--- src/rtl/neander_memoria_if.sv ---
// Control-unit to memory bus for the Neander CPU: REM/RDM load controls, access strobes,
// preload port and the memory's status outputs.
interface neander_memoria_if;
  logic       cgREM;
  logic       sel;
  logic [7:0] PC;
  logic       cgRDM;
  logic [7:0] AC;
  logic       READ;
  logic       WRITE;
  logic       ldEn;
  logic [7:0] ldAddr;
  logic [7:0] ldData;
  logic [7:0] REM;
  logic [7:0] RDM;
  logic       ocupado;
  logic       pronto;
  logic       erro;

  modport master (
    output cgREM, sel, PC, cgRDM, AC, READ, WRITE, ldEn, ldAddr, ldData,
    input  REM, RDM, ocupado, pronto, erro
  );

  modport slave (
    input  cgREM, sel, PC, cgRDM, AC, READ, WRITE, ldEn, ldAddr, ldData,
    output REM, RDM, ocupado, pronto, erro
  );
endinterface

--- src/rtl/neander_memoria.sv ---
// Neander 256x8 memory with REM/RDM registers and a fixed-latency READ/WRITE handshake.
// All outputs are registered; protocol violations raise a sticky erro flag.
module neander_memoria #(
  parameter int unsigned LAT = 2
) (
  input logic              clock,
  input logic              reset,
  neander_memoria_if.slave bus
);

  typedef enum logic [1:0] {StIdle, StRd, StWr} estadoT;

  localparam logic [1:0] CntInit = 2'(LAT - 1);

  estadoT     estado;
  logic [1:0] cnt;
  logic [7:0] addr;
  logic [7:0] wdata;
  logic [7:0] rem;
  logic [7:0] rdm;
  logic       ocupado;
  logic       pronto;
  logic       erro;
  logic [7:0] mem [256];

  logic strobe;
  logic anyReq;

  assign strobe = bus.READ | bus.WRITE;
  assign anyReq = strobe | bus.cgREM | bus.cgRDM | bus.ldEn;

  assign bus.REM     = rem;
  assign bus.RDM     = rdm;
  assign bus.ocupado = ocupado;
  assign bus.pronto  = pronto;
  assign bus.erro    = erro;

  always_ff @(posedge clock) begin
    if (reset) begin
      estado  <= StIdle;
      cnt     <= 2'd0;
      addr    <= 8'h00;
      wdata   <= 8'h00;
      rem     <= 8'h00;
      rdm     <= 8'h00;
      ocupado <= 1'b0;
      pronto  <= 1'b0;
      erro    <= 1'b0;
    end else begin
      pronto <= 1'b0;
      unique case (estado)
        StIdle: begin
          // Access latches the pre-edge REM/RDM, so same-cycle loads don't affect it.
          if (bus.cgREM) rem <= bus.sel ? rdm : bus.PC;
          if (bus.cgRDM) rdm <= bus.AC;
          if (strobe) begin
            addr    <= rem;
            wdata   <= rdm;
            cnt     <= CntInit;
            ocupado <= 1'b1;
            pronto  <= (LAT == 1);
            estado  <= bus.READ ? StRd : StWr;
          end
          if (bus.READ && bus.WRITE) erro <= 1'b1;
          if (bus.ldEn) begin
            if (strobe) erro <= 1'b1;
            else        mem[bus.ldAddr] <= bus.ldData;
          end
        end
        StRd, StWr: begin
          if (anyReq) erro <= 1'b1;
          if (cnt == 2'd0) begin
            if (estado == StRd) rdm <= mem[addr];
            else                mem[addr] <= wdata;
            ocupado <= 1'b0;
            estado  <= StIdle;
          end else begin
            cnt    <= cnt - 2'd1;
            // pronto is raised one edge early so it covers the completing cycle.
            pronto <= (cnt == 2'd1);
          end
        end
        default: estado <= StIdle;
      endcase
    end
  end

endmodule

--- src/flat_wrapper.sv ---
// flat-port wrapper written by rule: the top's interface ports become plain ports
module neander_memoria_flat 
#(
  parameter int unsigned LAT = 2
)
  (clock, reset, bus_cgREM, bus_sel, bus_PC, bus_cgRDM, bus_AC, bus_READ, bus_WRITE, bus_ldEn, bus_ldAddr, bus_ldData, bus_REM, bus_RDM, bus_ocupado, bus_pronto, bus_erro);
  neander_memoria_if bus_i ();
  input logic clock;
  input logic reset;
  input wire logic [$bits(bus_i.cgREM)-1:0] bus_cgREM;
  input wire logic [$bits(bus_i.sel)-1:0] bus_sel;
  input wire logic [$bits(bus_i.PC)-1:0] bus_PC;
  input wire logic [$bits(bus_i.cgRDM)-1:0] bus_cgRDM;
  input wire logic [$bits(bus_i.AC)-1:0] bus_AC;
  input wire logic [$bits(bus_i.READ)-1:0] bus_READ;
  input wire logic [$bits(bus_i.WRITE)-1:0] bus_WRITE;
  input wire logic [$bits(bus_i.ldEn)-1:0] bus_ldEn;
  input wire logic [$bits(bus_i.ldAddr)-1:0] bus_ldAddr;
  input wire logic [$bits(bus_i.ldData)-1:0] bus_ldData;
  output wire logic [$bits(bus_i.REM)-1:0] bus_REM;
  output wire logic [$bits(bus_i.RDM)-1:0] bus_RDM;
  output wire logic [$bits(bus_i.ocupado)-1:0] bus_ocupado;
  output wire logic [$bits(bus_i.pronto)-1:0] bus_pronto;
  output wire logic [$bits(bus_i.erro)-1:0] bus_erro;
  assign bus_i.cgREM = bus_cgREM;
  assign bus_i.sel = bus_sel;
  assign bus_i.PC = bus_PC;
  assign bus_i.cgRDM = bus_cgRDM;
  assign bus_i.AC = bus_AC;
  assign bus_i.READ = bus_READ;
  assign bus_i.WRITE = bus_WRITE;
  assign bus_i.ldEn = bus_ldEn;
  assign bus_i.ldAddr = bus_ldAddr;
  assign bus_i.ldData = bus_ldData;
  assign bus_REM = bus_i.REM;
  assign bus_RDM = bus_i.RDM;
  assign bus_ocupado = bus_i.ocupado;
  assign bus_pronto = bus_i.pronto;
  assign bus_erro = bus_i.erro;
  neander_memoria #(.LAT(LAT)) u_core (.clock(clock), .reset(reset), .bus(bus_i));
endmodule
--- config.mk ---
export PLATFORM = sky130hd
export DESIGN_NAME = neander_memoria_flat
export DESIGN_NICKNAME = d
export VERILOG_FILES = /design/src/rtl/neander_memoria_if.sv /design/src/rtl/neander_memoria.sv /design/src/flat_wrapper.sv
export SDC_FILE = /design/constraint.sdc
export NUM_CORES = 2
export LEC_CHECK = 0
export BUFFER_PORTS_ARGS = -buffer_cell sky130_fd_sc_hd__buf_2
export CAP_MARGIN = 15
export CORE_AREA = 5 5 491 493
export CTS_CLUSTER_SIZE = 40
export DETAILED_ROUTE_END_ITERATION = 10
export DIE_AREA = 0 0 496 498
export GPL_TIMING_DRIVEN = 1
export SYNTH_ARGS = -nofsm -noshare
export SYNTH_HDL_FRONTEND = slang
export SYNTH_SLANG_ARGS = --single-unit
export TNS_END_PERCENT = 1
--- constraint.sdc ---
create_clock -name clock -period 5.8 [get_ports clock]
set_input_delay 0 -clock clock [delete_from_list [all_inputs] [get_ports clock]]
set_output_delay 0 -clock clock [all_outputs]
set_load 0.05 [all_outputs]
==> summary.txt <==
Clk Latency, worst-skew pair = 0.85 ns
Final TNS setup = 0 ns
grt total ovfl = 0
Post-Syn Area per Cell = 20.0 um2
r2r endpoint = u_core.mem[78][2]$_DFFE_PP_
Syn Std Cell Area = 0.0821 mm2
Pwr Density = 355 mW/mm2
FF-to-FF path depth = 8
Worst EP required = 6.26 ns
H-tree Lvls = 4
RSZ-0062 raised after global routing = no
Peak supply drop = 0.240 mV
final cell count without fillers = 7619
chip height = 498 um
slew margin rel. = 17.3%
Reg2Reg Setup Slack = 1.40 ns
Async S/R FF share, synth = 0%
number of global-route vias before repair = 42555
post-CTS sizing = 0
Slew @ Worst Pin = 1.23 ns
IO Port Bufs = 58
DR pass1 iterations = 6
DR vias = 42149
cell with the largest stage delay on the worst path = nor2_1
routed len/inst = 29.2 um
largest net degree at the start of global routing = 153
Initial Util = 34.7%
DRC = 0
Synthesized Nets = 4144
Yosys cell types = 67
hold buffers post-CTS = 43
Cell Rows = 179
maximum fanout along the worst path = 25
Hold Vio Cnt, Final = 0
Longest Clk Path Bufs = 3
share of layout cells above drive strength 1 = 22.0%
first-pass GRT wire length = 319000 um
WL final = 222000 um
final max-slew violation count = 0
post-route setup slack = 1.40 ns
post-synthesis register bit count = 2095
Crit. End Element = register
postcts setup bufs = 0
I/O pin count = 59
Tcrit/Tclk final = 75.9%
All-Layer GR Usage = 17.8%
initial antenna violation count = 18
final setup fails = 0
Antenna Nets Post-Route = 0
CP startpoint = u_core.estado[0]$_SDFFE_PP0P_
leak pwr = 0.0278 uW
max-cap violation count = 0
Post-synth EDFFs = 2048
Sink Count = 2095
most frequent cells in the layout = edfxtp_1, mux4_2, nor2_1, clkbuf_16, nand2_1
Die Wd = 496 um
DR iter-0 viols = 5093
Fin Clk Skew = 0.0605 ns
Placer Congestion = 0.876
post-layout min period = 4.40 ns
post-placement setup slack = 1.55 ns
Worst Setup EP = u_core.mem[78][2]$_DFFE_PP_
CTS buffer count = 202
placed cells = 7198
most common cell after layout, fill and taps aside = edfxtp_1
Yosys warnings = 0
core footprint = 0.237 mm2
P&R area growth vs syn = 13.8%
Syn Inst Count = 4098
Hold Path Class = input port to register
Reg-to-Reg Start = u_core.estado[0]$_SDFFE_PP0P_
WP data arrival = 4.87 ns
CTS clk-pin slew, worst paths = 0.07 ns
vias per cell = 5.53
die area = 0.247 mm2
CP cell instances = inv_1 -> ha_1 -> nand2_1 -> or3_1 -> or3_1 -> o31ai_1 -> nand2_1 -> nor2_1
Crit Path Class = register to register
CP peak stage delay = 0.88 ns
FMAX = 0.227 GHz
hold depth = 6
CTS tree = yes
Final nets = 4325
run status = finished clean
DPL Wire Length = 135000 um
top_reg_cell synth = edfxtp_1
CTS Root Cell = clkbuf_16
Seq/Total Area, Yosys = 76.0%
CP startpoint kind = register
[worst max-delay path, delay by kind of cell, from the launching register on]
family,cells,cell delay (ns)
and+or+nand+nor,5,2.96
DFF,1,0.40
adders and majority gates,1,0.30
AOI/OAI and AO/OA,1,0.25
buffers and inverters,1,0.10
[per-stage QoR]
stage	utilization, %	hold slack [ns]	cell area (um2)	power, uW
after global placement	36.5	0.334	86300	20000
after global routing	39.5	0.0661	93400	34100
after floorplan	-	0.164	82100	19000
after CTS	39.5	0.00911	93400	33300
after detailed placement	36.5	0.339	86300	20000
final	39.5	0.0631	93400	33100
[Yosys cell counts, types with 4 or more instances]
master / count / share of area (%)
edfxtp_1: 2048 / 75
mux4_2: 470 / 13
nor2_1: 314 / 1.4
nand2_1: 214 / 0.98
mux2i_1: 194 / 2.4
clkbuf_1: 114 / 0.52
a21oi_1: 72 / 0.44
o221ai_1: 57 / 0.61
o22ai_1: 52 / 0.40
nand3_1: 51 / 0.31
buf_2: 50 / 0.30
dfxtp_1: 47 / 1.1
o21ai_0: 42 / 0.26
buf_6: 37 / 0.51
buf_4: 29 / 0.27
nor3_1: 29 / 0.18
a211oi_1: 25 / 0.23
nand3b_1: 18 / 0.16
nor2b_1: 18 / 0.14
nor4_1: 15 / 0.11
a31oi_1: 14 / 0.11
a22oi_1: 13 / 0.12
and2_1: 12 / 0.091
and3_1: 12 / 0.091
mux2_2: 12 / 0.16
buf_1: 11 / 0.050
inv_1: 10 / 0.046
o211ai_1: 10 / 0.091
o31ai_1: 10 / 0.091
a2111oi_0: 9 / 0.096
nand2b_1: 8 / 0.061
or3_1: 8 / 0.061
nand4_1: 7 / 0.053
ha_1: 6 / 0.091
or4_1: 5 / 0.046
a211o_1: 4 / 0.043
a221oi_1: 4 / 0.043
a311oi_1: 4 / 0.043
[metal layers]
metal,track usage (%),vias to the layer above,share of wire (%)
met1,23.9,22402,40
met2,27.7,2067,47
li1,-,17262,-
met3,4.64,412,9.3
met4,6.70,6,4.0
met5,0,-,0.015
[registers in the layout, indices dropped and copies added (netlist names), named ones only]
name and count:
u_core.mem 2048, u_core.addr 8, u_core.bus.RDM 8, u_core.bus.REM 8, u_core.wdata 8, u_core.cnt 2
u_core.estado 2, u_core.bus.erro 1, u_core.bus.ocupado 1, u_core.bus.pronto 1
[worst min-delay path by stage]
stage / slack, ns / start / endpoint
4_1_cts: 0.009 / bus_AC[1] / u_core.bus.RDM[1]$_SDFFE_PP0P_
6_report: 0.06 / bus_cgRDM / u_core.bus.RDM[6]$_SDFFE_PP0P_
5_1_grt: 0.07 / bus_cgRDM / u_core.bus.RDM[6]$_SDFFE_PP0P_
3_3_place_gp: 0.33 / bus_READ / u_core.estado[0]$_SDFFE_PP0P_
3_5_place_dp: 0.34 / bus_READ / u_core.estado[0]$_SDFFE_PP0P_
2_1_floorplan: 0.16 / bus_READ / u_core.estado[0]$_SDFFE_PP0P_
[kinds of logic (layout without fill, tap and decap cells)]
group | after synthesis | after routing | synth area share, %
buffers and inverters | 254 | 603 | 1.74
AOI/OAI and AO/OA | 342 | 342 | 2.85
other | 0 | 5 | 0
and+or+nand+nor | 724 | 724 | 3.85
DFF | 2095 | 2095 | 76.0
muxes | 676 | 676 | 15.4
adders and majority gates | 7 | 7 | 0.104
[power breakdown]
group          internal (uW)  switching [uW]  total, uW
Combinational            876            1840       2720
Clock                   7640            5760      13400
Sequential             16900             123      17000
[cell type report]
cell class,count,area [um2]
fillers,21011,143000
flip-flops and latches,2095,62500
multi-input cells,1749,18300
clock buffers,247,5350
well taps,3167,3960
repair buffers,220,1920
clock inverters,125,1340
inverters,11,46.3
diodes,5,12.5
No activity file was read; power rests on OpenSTA's default activity.
